[src/rtl/debounce_scan_ctrl_if.sv]
// Event-drain handshake bundle for debounce_scan_ctrl: FIFO head, valid/ready
// and the sticky overflow flag with its clear strobe.
interface debounce_scan_ctrl_if #(
    parameter int NUM_BTN = 4
);
    localparam int ID_W = (NUM_BTN > 1) ? $clog2(NUM_BTN) : 1;

    logic            evt_valid;
    logic            evt_ready;
    logic [1:0]      evt_kind;
    logic [ID_W-1:0] evt_id;
    logic            evt_ovf;
    logic            ovf_clr;

    modport master (
        output evt_valid, evt_kind, evt_id, evt_ovf,
        input  evt_ready, ovf_clr
    );

    modport slave (
        input  evt_valid, evt_kind, evt_id, evt_ovf,
        output evt_ready, ovf_clr
    );
endinterface

[src/rtl/debounce_scan_ctrl.sv]
// Time-multiplexed button debouncer: one prescaler tick triggers a scan that
// visits each button once; commits go to an event FIFO. Optional long-press
// events are built when DEBOUNCE_SCAN_LONGPRESS_EN is defined.
module debounce_scan_ctrl #(
    parameter int NUM_BTN      = 4,
    parameter int TICK_DIV     = 2500,
    parameter int STABLE_TICKS = 8,
    parameter int FIFO_DEPTH   = 4,
    parameter int LONG_TICKS   = 1000
) (
    input  logic               clock,
    input  logic               reset_n,
    input  logic [NUM_BTN-1:0] btn_in,
    output logic [NUM_BTN-1:0] btn_db,
    debounce_scan_ctrl_if.master evt
);
    localparam int ID_W   = (NUM_BTN > 1) ? $clog2(NUM_BTN) : 1;
    localparam int CNT_W  = $clog2(STABLE_TICKS + 1);
    localparam int PRE_W  = $clog2(TICK_DIV);
    localparam int PTR_W  = $clog2(FIFO_DEPTH);

    typedef enum logic {IDLE, SCAN} state_t;

    state_t             state, state_nxt;
    logic [ID_W-1:0]    idx, idx_nxt;
    logic [PRE_W-1:0]   presc;
    logic               tick;
    logic [NUM_BTN-1:0] sync_a, sync_b;
    logic [CNT_W-1:0]   cnt [NUM_BTN];
    logic               differs, commit, push_req;
    logic [1:0]         push_kind;
    logic [PTR_W:0]     wptr, rptr;
    logic [ID_W+1:0]    mem [FIFO_DEPTH];
    logic               empty, full, pop, do_push, drop;

    always_ff @(posedge clock or negedge reset_n) begin
        if (!reset_n) begin
            sync_a <= '0;
            sync_b <= '0;
        end else begin
            sync_a <= btn_in;
            sync_b <= sync_a;
        end
    end

    assign tick = (presc == PRE_W'(TICK_DIV - 1));

    always_ff @(posedge clock or negedge reset_n) begin
        if (!reset_n)  presc <= '0;
        else if (tick) presc <= '0;
        else           presc <= presc + 1'b1;
    end

    always_ff @(posedge clock or negedge reset_n) begin
        if (!reset_n) begin
            state <= IDLE;
            idx   <= '0;
        end else begin
            state <= state_nxt;
            idx   <= idx_nxt;
        end
    end

    always_comb begin
        state_nxt = state;
        idx_nxt   = idx;
        case (state)
            IDLE: if (tick) begin
                state_nxt = SCAN;
                idx_nxt   = '0;
            end
            SCAN: if (idx == ID_W'(NUM_BTN - 1)) state_nxt = IDLE;
                  else idx_nxt = idx + 1'b1;
            default: state_nxt = IDLE;
        endcase
    end

`ifdef DEBOUNCE_SCAN_LONGPRESS_EN
    localparam int HOLD_W = $clog2(LONG_TICKS + 1);
    logic [HOLD_W-1:0] hold [NUM_BTN];

    // Hold counts scans while pressed and saturates so the long event fires once.
    always_ff @(posedge clock or negedge reset_n) begin
        if (!reset_n) begin
            for (int i = 0; i < NUM_BTN; i++) hold[i] <= '0;
        end else if (state == SCAN) begin
            if (commit)
                hold[idx] <= '0;
            else if (btn_db[idx] && hold[idx] != HOLD_W'(LONG_TICKS))
                hold[idx] <= hold[idx] + 1'b1;
        end
    end
`endif

    always_comb begin
        differs   = 1'b0;
        commit    = 1'b0;
        push_req  = 1'b0;
        push_kind = 2'b00;
        if (state == SCAN) begin
            differs   = (sync_b[idx] != btn_db[idx]);
            commit    = differs && (cnt[idx] == CNT_W'(STABLE_TICKS - 1));
            push_req  = commit;
            push_kind = {1'b0, sync_b[idx]};
`ifdef DEBOUNCE_SCAN_LONGPRESS_EN
            if (!commit && btn_db[idx] && hold[idx] == HOLD_W'(LONG_TICKS - 1)) begin
                push_req  = 1'b1;
                push_kind = 2'b10;
            end
`endif
        end
    end

    always_ff @(posedge clock or negedge reset_n) begin
        if (!reset_n) begin
            btn_db <= '0;
            for (int i = 0; i < NUM_BTN; i++) cnt[i] <= '0;
        end else if (state == SCAN) begin
            if (!differs) begin
                cnt[idx] <= '0;
            end else if (commit) begin
                btn_db[idx] <= sync_b[idx];
                cnt[idx]    <= '0;
            end else begin
                cnt[idx] <= cnt[idx] + 1'b1;
            end
        end
    end

    // Extra pointer bit separates full from empty; a pop frees the slot a full push needs.
    assign empty   = (wptr == rptr);
    assign full    = (wptr[PTR_W] != rptr[PTR_W]) && (wptr[PTR_W-1:0] == rptr[PTR_W-1:0]);
    assign pop     = !empty && evt.evt_ready;
    assign do_push = push_req && (!full || pop);
    assign drop    = push_req && full && !pop;

    always_ff @(posedge clock or negedge reset_n) begin
        if (!reset_n) begin
            wptr <= '0;
            rptr <= '0;
            for (int i = 0; i < FIFO_DEPTH; i++) mem[i] <= '0;
        end else begin
            if (do_push) begin
                mem[wptr[PTR_W-1:0]] <= {push_kind, idx};
                wptr                 <= wptr + 1'b1;
            end
            if (pop) rptr <= rptr + 1'b1;
        end
    end

    always_ff @(posedge clock or negedge reset_n) begin
        if (!reset_n)         evt.evt_ovf <= 1'b0;
        else if (drop)        evt.evt_ovf <= 1'b1;
        else if (evt.ovf_clr) evt.evt_ovf <= 1'b0;
    end

    assign evt.evt_valid = !empty;
    assign {evt.evt_kind, evt.evt_id} = mem[rptr[PTR_W-1:0]];
endmodule

[src/flat_wrapper.sv]
// flat-port wrapper written by rule: the top's interface ports become plain ports
module debounce_scan_ctrl_flat 
#(
    parameter int NUM_BTN      = 4,
    parameter int TICK_DIV     = 2500,
    parameter int STABLE_TICKS = 8,
    parameter int FIFO_DEPTH   = 4,
    parameter int LONG_TICKS   = 1000
)
  (clock, reset_n, btn_in, btn_db, evt_evt_valid, evt_evt_kind, evt_evt_id, evt_evt_ovf, evt_evt_ready, evt_ovf_clr);
  debounce_scan_ctrl_if #(.NUM_BTN(NUM_BTN)) evt_i ();
  input  logic clock;
  input  logic reset_n;
  input  logic [NUM_BTN-1:0] btn_in;
  output logic [NUM_BTN-1:0] btn_db;
  output wire logic [$bits(evt_i.evt_valid)-1:0] evt_evt_valid;
  output wire logic [$bits(evt_i.evt_kind)-1:0] evt_evt_kind;
  output wire logic [$bits(evt_i.evt_id)-1:0] evt_evt_id;
  output wire logic [$bits(evt_i.evt_ovf)-1:0] evt_evt_ovf;
  input wire logic [$bits(evt_i.evt_ready)-1:0] evt_evt_ready;
  input wire logic [$bits(evt_i.ovf_clr)-1:0] evt_ovf_clr;
  assign evt_evt_valid = evt_i.evt_valid;
  assign evt_evt_kind = evt_i.evt_kind;
  assign evt_evt_id = evt_i.evt_id;
  assign evt_evt_ovf = evt_i.evt_ovf;
  assign evt_i.evt_ready = evt_evt_ready;
  assign evt_i.ovf_clr = evt_ovf_clr;
  debounce_scan_ctrl #(.NUM_BTN(NUM_BTN), .TICK_DIV(TICK_DIV), .STABLE_TICKS(STABLE_TICKS), .FIFO_DEPTH(FIFO_DEPTH), .LONG_TICKS(LONG_TICKS)) u_core (.clock(clock), .reset_n(reset_n), .btn_in(btn_in), .btn_db(btn_db), .evt(evt_i));
endmodule
[config.mk]
export PLATFORM = sky130hd
export DESIGN_NAME = debounce_scan_ctrl_flat
export DESIGN_NICKNAME = d
export VERILOG_FILES = /design/src/rtl/debounce_scan_ctrl_if.sv /design/src/rtl/debounce_scan_ctrl.sv /design/src/flat_wrapper.sv
export SDC_FILE = /design/constraint.sdc
export NUM_CORES = 1
export LEC_CHECK = 0
export ABC_AREA = 1
export CAP_MARGIN = 20
export CORE_UTILIZATION = 50
export CTS_BUF_LIST = sky130_fd_sc_hd__clkbuf_4 sky130_fd_sc_hd__clkbuf_8 sky130_fd_sc_hd__clkbuf_16
export CTS_CLUSTER_DIAMETER = 120
export DETAILED_ROUTE_END_ITERATION = 7
export PLACE_DENSITY = 0.66
export SYNTH_ARGS = -nofsm -noshare
export SYNTH_HDL_FRONTEND = slang
export SYNTH_SLANG_ARGS = --single-unit
export TNS_END_PERCENT = 5
[constraint.sdc]
create_clock -name clock -period 2.5 [get_ports clock]
set_input_delay 0.25 -clock clock [delete_from_list [all_inputs] [get_ports clock]]
set_output_delay 0.25 -clock clock [all_outputs]
set_load 0.01 [all_outputs]
# After elaboration in Yosys (flattened, before gate mapping)
# Index checks and enable logic that the tools add are counted.
# classes
div	0
mul	0
muxes	33
n_reduce_logical	16
magnitude_cmp	7
shift	0
n_eq_ne	9
bitwise	6
n_addsub	5
# op_table
operator	count
16-bit bitwise mux	2
16-bit two-way mux	2
4-bit two-way mux	6
16-bit AND	1
4-bit binary-select mux with 2-bit select	2
4-bit demux with 2-bit select	2
16-bit inverter	1
12-bit by 1-bit adder with 12-bit output, second input constant	1
12-bit == test, second input constant	1
12-bit two-way mux	1
1-bit two-way mux	10
3-bit >= comparator, second input constant	3
1-bit logical AND	9
2-bit inverter with 3-bit output	3
3-bit by 1-bit adder with 3-bit output, second input constant	2
3-bit by 1-bit less-than comparator with 1-bit output, second input constant	2
4-bit by 1-bit adder with 4-bit output, second input constant	1
1-bit binary-select mux with 2-bit select	2
4-bit bitwise mux	1
4-bit by 3-bit == test with 1-bit output, second input constant	1
2-bit two-way mux	2
2-bit case mux with 2 select lines	1
3-bit == test	1
1-bit logical NOT	3
other kinds (15)	16
# totals
wordCells	93
register_bits	66
rom_bits	0
n_memories	0
ramBits	0
latch_bits	0
inputBits	8
output_inout_bits	10

# Depth between registers and ports, before layout
# depth
depth_word	10
mapped_depth	13
depth_no_buf	11

# Least setup slack after synthesis
# No wires, ideal clock.
# synth_timing
path_type	reg-to-reg
startpoint	reg u_core.idx[0]
endpoint	reg u_core.mem[0] (netlist name)
path_stages_with_launch	14
arrival_ns	1.702
setup_time_ns	0.117
required_ns	2.383
synth_period_minus_slack_ns	1.820
path_slack_ns	0.680
path_buffers	2
path_cell_list	dfrtp_1 inv_2 buf_6 nand2_1 nand2_1 nand2_1 nand2_1 ha_1 nand4_4 nor2_8 buf_8 nand3_2 nand2_1 nand2_1
# synth_between
elab_chain_cells	8
elab_cells_between_ends	14
classes_between	2 x eq/ne; 9 x mux; 1 x bitwise; 2 x reduce/logical
# synth_lines
element	line_no	rtl
start: declaration	debounce_scan_ctrl.sv:25	logic [ID_W-1:0] idx, idx_nxt;
start signal: assignment	debounce_scan_ctrl.sv:60	idx <= idx_nxt;
2-bit inverter with 3-bit output (implied by the code)	debounce_scan_ctrl.sv:102	commit = differs && (cnt[idx] == CNT_W'(STABLE_TICKS - 1));
4-bit binary-select mux with 2-bit select	debounce_scan_ctrl.sv:102	
4-bit two-way mux (implied by the code) (2 in series)	debounce_scan_ctrl.sv:102	
4-bit by 3-bit == test with 1-bit output	debounce_scan_ctrl.sv:102	
1-bit logical AND	debounce_scan_ctrl.sv:102	
1-bit two-way mux	debounce_scan_ctrl.sv:100	if (state == SCAN) begin
1-bit logical AND	debounce_scan_ctrl.sv:134	assign do_push = push_req && (!full || pop);
end signal: indexed assignment	debounce_scan_ctrl.sv:144	mem[wptr[PTR_W-1:0]] <= {push_kind, idx};
end: declaration	debounce_scan_ctrl.sv:33	logic [ID_W+1:0] mem [FIFO_DEPTH];
# Parallel ways exist; a longest one is shown, timed or not. The select of a mux whose other input is x is not followed.
# A chain may end at the register's enable or synchronous reset.

# Worst setup path in the final report
# layout_timing
startpoint	reg u_core.idx[1]
endpoint	reg u_core.wptr[0]
# layout_between
elab_chain_cells	8
elab_cells_between_ends	13
classes_between	2 x eq/ne; 8 x mux; 1 x bitwise; 2 x reduce/logical
# layout_lines
element	line_no	rtl
2-bit inverter with 3-bit output (implied by the code)	debounce_scan_ctrl.sv:102	
4-bit binary-select mux with 2-bit select	debounce_scan_ctrl.sv:102	
4-bit two-way mux (implied by the code) (2 in series)	debounce_scan_ctrl.sv:102	
4-bit by 3-bit == test with 1-bit output	debounce_scan_ctrl.sv:102	
1-bit logical AND *	debounce_scan_ctrl.sv:102	
1-bit two-way mux *	debounce_scan_ctrl.sv:100	
1-bit logical AND *	debounce_scan_ctrl.sv:134	
end signal: assignment	debounce_scan_ctrl.sv:145	wptr <= wptr + 1'b1;
end: declaration	debounce_scan_ctrl.sv:32	logic [PTR_W:0] wptr, rptr;
# Every way passes the cells marked *; elsewhere a longest branch is shown, timed or not. The select of a mux whose other input is x is not followed.

==> metrics.txt <==
# TYPE chip_impl_metric gauge
chip_impl_info{name="synth_top_flop_cell",value="dfrtp_1"} 1
chip_impl_metric{name="cts_inserted_buffers",unit=""} 9
chip_impl_metric{name="timing.final.crit_period",unit="ns"} 2.26
chip_impl_metric{name="net-switching-power",unit="mW"} 0.627
chip_impl_metric{name="yosysSeqAreaShare",unit=""} 0.477
chip_impl_metric{name="post_route_clock_period_utilization",unit=""} 0.905
chip_impl_metric{name="final_nets",unit=""} 426
chip_impl_metric{name="synth.ff_latch_count",unit=""} 62
chip_impl_metric{name="routed_wl",unit="mm"} 6.54
chip_impl_metric{name="worst-path-max-fanout",unit=""} 23
chip_impl_metric{name="setup_viol",unit=""} 0
chip_impl_metric{name="rows",unit=""} 29
chip_impl_metric{name="combinationalPowerShare",unit=""} 0.144
chip_impl_metric{name="max_freq",unit="GHz"} 0.442
chip_impl_metric{name="routed_wire_length_per_instance",unit="µm"} 13.4
chip_impl_info{name="synthTopCellsByArea",value="dfrtp_1 48%, nand2_1 15%, nand4_1 5.8%"} 1
chip_impl_info{name="outcome",value="complete, no violations"} 1
chip_impl_info{name="crit_slowest_cell",value="dfrtp_1"} 1
chip_impl_metric{name="number_of_global_route_vias_before_repair",unit=""} 2364
chip_impl_info{name="highest-signal-layer",value="met4"} 1
chip_impl_metric{name="timing.setup.tns",unit="ns"} 0
chip_impl_metric{name="synthDistinctLibCells",unit=""} 30
chip_impl_metric{name="power.sequential.fraction",unit=""} 0.473
chip_impl_metric{name="ys_warn_count",unit=""} 0
chip_impl_metric{name="final-hold-violation-count",unit=""} 0
chip_impl_info{name="rsz_0062_raised_after_global_routing",value="false"} 1
chip_impl_metric{name="worst_slew_margin_rel",unit=""} 0.498
chip_impl_metric{name="start_util",unit=""} 0.515
chip_impl_metric{name="critPathRequiredTime",unit="ns"} 2.72
chip_impl_info{name="class_of_the_most_critical_hold_timing_path",value="in -> reg"} 1
chip_impl_metric{name="numClockSinks",unit=""} 62
chip_impl_metric{name="wl_met1",unit="mm"} 3.22
chip_impl_metric{name="grt.total_usage",unit=""} 0.219
chip_impl_metric{name="grt_max_degree",unit=""} 33
chip_impl_metric{name="final.setup_skew",unit="ns"} 0.00799
chip_impl_metric{name="final_layout_size_suffix_gt1_frac",unit=""} 0.104
chip_impl_metric{name="port_buffers",unit=""} 16
chip_impl_metric{name="max-cap-violations",unit=""} 0
chip_impl_metric{name="timing_max_transition_violations_final",unit=""} 0
chip_impl_metric{name="hpwlAfterDp",unit="mm"} 4.64
chip_impl_metric{name="die-area",unit="µm²"} 6830
chip_impl_metric{name="initial_antenna_violation_count",unit=""} 0
chip_impl_metric{name="ctsLongestPathBuffers",unit=""} 2
chip_impl_metric{name="postRouteAntennaNets",unit=""} 0
chip_impl_metric{name="areaGrowthSynthToFinish",unit="%"} 11.8
chip_impl_metric{name="postCtsSetupRepairBufs",unit=""} 0
chip_impl_metric{name="clk_latency",unit="ns"} 0.34
chip_impl_metric{name="setup_slack",unit="ns"} 0.238
chip_impl_metric{name="ys_async_sr_fraction",unit=""} 1.00
chip_impl_metric{name="postSynthAreaPerCell",unit="µm²"} 8.41
chip_impl_metric{name="slew_at_the_pin_closest_to_its_max_slew_limit",unit="ns"} 0.754
chip_impl_metric{name="worst_path_buf_inv",unit=""} 1
chip_impl_metric{name="top_level_ports",unit=""} 18
chip_impl_info{name="cell_by_cell_listing_of_the_critical_path",value="inv_2 > nand3_1 > nand2_1 > ha_1 > nand4_4 > nor2_8 > nand2_1 > xor2_1"} 1
chip_impl_metric{name="routed-via-count",unit=""} 2553
chip_impl_metric{name="synth_enable_flop_cells",unit=""} 0
chip_impl_info{name="timing.setup.critical_path_class",value="reg -> reg"} 1
chip_impl_metric{name="gpl.final_weighted_congestion",unit=""} 0.856
chip_impl_metric{name="fp.dieW",unit="µm"} 82.7
chip_impl_metric{name="clock_slew_at_the_register_clock_pins_of_the_worst_setup_and_hold_paths",unit="ns"} 0.07
chip_impl_metric{name="dr_wl_met2",unit="mm"} 2.94
chip_impl_metric{name="worst-endpoint-arrival",unit="ns"} 2.49
chip_impl_metric{name="antenna_cells",unit=""} 0
chip_impl_info{name="critical-path-top-cell-by-count",value="nand2_1"} 1
chip_impl_metric{name="detail_route.iter0.violations",unit=""} 161
chip_impl_metric{name="max-vdd-ir-drop",unit="mV"} 0.536
chip_impl_metric{name="synthesis.nets",unit=""} 406
chip_impl_info{name="critical-path-top-delay-family",value="simple AND/OR/NAND/NOR gates"} 1
chip_impl_metric{name="synth.cell_area",unit="µm²"} 3250
chip_impl_metric{name="core_footprint",unit="µm²"} 6310
chip_impl_metric{name="netlist_instances",unit=""} 387
chip_impl_metric{name="final_core_util",unit=""} 0.576
chip_impl_metric{name="pre_cts_ws",unit="ns"} 0.254
chip_impl_metric{name="static-leakage-power",unit="nW"} 1.84
chip_impl_metric{name="floorplan.die.height",unit="µm"} 82.7
chip_impl_metric{name="global_route_wire_length_before_repair",unit="mm"} 11.0
chip_impl_metric{name="wl_met3",unit="µm"} 284
chip_impl_info{name="root_buffer",value="clkbuf_8"} 1
chip_impl_metric{name="p_int",unit="mW"} 1.65
chip_impl_metric{name="drt_first_pass_iters",unit=""} 4
chip_impl_info{name="critical_path_end_type",value="flip-flop"} 1
chip_impl_metric{name="p_per_area",unit="nW/µm²"} 627
chip_impl_info{name="critPathLaunchType",value="flip-flop"} 1
chip_impl_metric{name="num-fill-cells",unit=""} 579
chip_impl_metric{name="clk_network_pwr_share",unit=""} 0.382
chip_impl_metric{name="area_fraction_of_the_dominant_cell_type_after_synthesis",unit=""} 0.477
chip_impl_metric{name="route.detailed.drc",unit=""} 0
chip_impl_metric{name="h-tree-depth",unit=""} 3
chip_impl_info{name="cts_tree",value="built"} 1
chip_impl_metric{name="overflow",unit=""} 0
chip_impl_metric{name="swShare",unit=""} 0.275
chip_impl_info{name="synth_area_leader_cell",value="dfrtp_1"} 1
chip_impl_metric{name="vias_per_cell",unit=""} 5.22
chip_impl_metric{name="slowest_delay",unit="ns"} 0.52
[worst reg2reg max path: cells and delay by family, from the launching register on]
family | cells | cell delay [ns]
buf+inv | 1 | 0.25
simple gates | 5 | 0.93
xor+xnor | 1 | 0.18
fa+ha+maj | 1 | 0.27
flops | 1 | 0.52
[layout make-up]
class                   count  area, µm²  area share
clock inverters             6       62.6      0.0172
clock buffers              10        131      0.0361
multi-input cells         278       1460       0.403
inverters                  34        128      0.0351
well taps                  77       96.3      0.0265
repair buffers             22        203      0.0557
flip-flops and latches     62       1550       0.427
[layout by cell type, fill, tap and decap left out, types with 2 or more instances in the layout]
| cell type | n |
|---|---|
| o21ai_1 | 7 |
| clkdlybuf4s50_1 | 15 |
| nand2_1 | 133 |
| nand4_1 | 30 |
| dfrtp_1 | 62 |
| xnor2_1 | 4 |
| nor3_1 | 3 |
| ha_1 | 11 |
| nor2_1 | 19 |
| clkbuf_8 | 9 |
| nand2_2 | 9 |
| o22ai_1 | 3 |
| nand3_2 | 5 |
| clkinv_2 | 2 |
| inv_1 | 32 |
| a21oi_1 | 5 |
| clkinvlp_4 | 3 |
| inv_2 | 2 |
| o21ai_0 | 12 |
| buf_4 | 5 |
| nand3_1 | 20 |
| xor2_1 | 9 |
[final timing paths]
kind	startpoint	to	slack, ns	cells after the start
setup / recovery	u_core.idx[1]$_DFFE_PN0P_	u_core.wptr[0]$_DFFE_PN0P_	0.24	8
max in group asynchronous	reset_n	u_core.idx[0]$_DFFE_PN0P_	1.27	3
hold reg to reg	u_core.sync_a[2]$_DFF_PN0_	u_core.sync_b[2]$_DFF_PN0_	0.36	0
min in group asynchronous	reset_n	u_core.sync_b[0]$_DFF_PN0_	0.51	2
setup reg to reg	u_core.idx[1]$_DFFE_PN0P_	u_core.wptr[0]$_DFFE_PN0P_	0.24	8
hold / removal	btn_in[1]	u_core.sync_a[1]$_DFF_PN0_	0.34	1
[layer usage]
metal,up-vias,track usage
li1,1297,-
met2,57,0.339
met4,0,0.0793
met3,12,0.0626
met5,-,0
met1,1187,0.293
[cells in the mapped netlist (2+ instances only)]
cell / count
o22ai_1: 3
o21ai_1: 7
nand3_2: 5
o21ai_0: 12
buf_6: 5
inv_2: 2
ha_1: 11
nand4_1: 30
inv_1: 32
nand2_2: 9
dfrtp_1: 62
nand3_1: 20
buf_4: 2
buf_2: 4
xor2_1: 9
nor3_1: 3
nor2_1: 19
nand2_1: 133
xnor2_1: 4
a21oi_1: 5
[cell families (layout without fill, tap and decap cells)]
family	after synthesis	in the layout	synth area share
simple gates	226	226	0.329
flops	62	62	0.477
buf+inv	47	72	0.0731
compound gates	27	27	0.0427
xor+xnor	13	13	0.0350
fa+ha+maj	11	11	0.0423
other cells	1	1	0.00115
[state kept, by name, summed over array words and instances, names as in the netlist]
| register | count |
|---|---|
| u_core.cnt | 16 |
| u_core.mem | 12 |
| u_core.presc | 12 |
| u_core.btn_db | 4 |
| u_core.sync_a | 4 |
| u_core.sync_b | 4 |
| u_core.rptr | 3 |
| u_core.wptr | 3 |
| u_core.idx | 2 |
| u_core.evt.evt_ovf | 1 |
| u_core.state | 1 |
[power by group through the flow]
stage,clock (mW),combinational (mW),sequential [mW]
floorplan,0,0.196,1.08
global placement,0,0.328,1.10
detailed placement,0,0.331,1.10
CTS,0.891,0.333,1.08
global route,0.929,0.380,1.08
finish,0.872,0.329,1.08
[metrics by stage]
| stage | hold slack, ns | cells | power [mW] | cell area (µm²) |
|---|---|---|---|---|
| floorplan | -0.0456 | 387 | 1.28 | 3250 |
| global placement | 0.333 | 472 | 1.43 | 3430 |
| detailed placement | 0.336 | 472 | 1.43 | 3430 |
| CTS | 0.329 | 489 | 2.31 | 3640 |
| global route | 0.335 | 489 | 2.39 | 3640 |
| finish | 0.340 | 489 | 2.28 | 3640 |
[repair_timing]
| item | in CTS | in global routing |
|---|---|---|
| gates resized for setup | 0 | 0 |
| hold buffers | 1 | 0 |
| hold endpoints to repair | 30 | 0 |
Note: power is estimated with default switching activity, not from simulation.
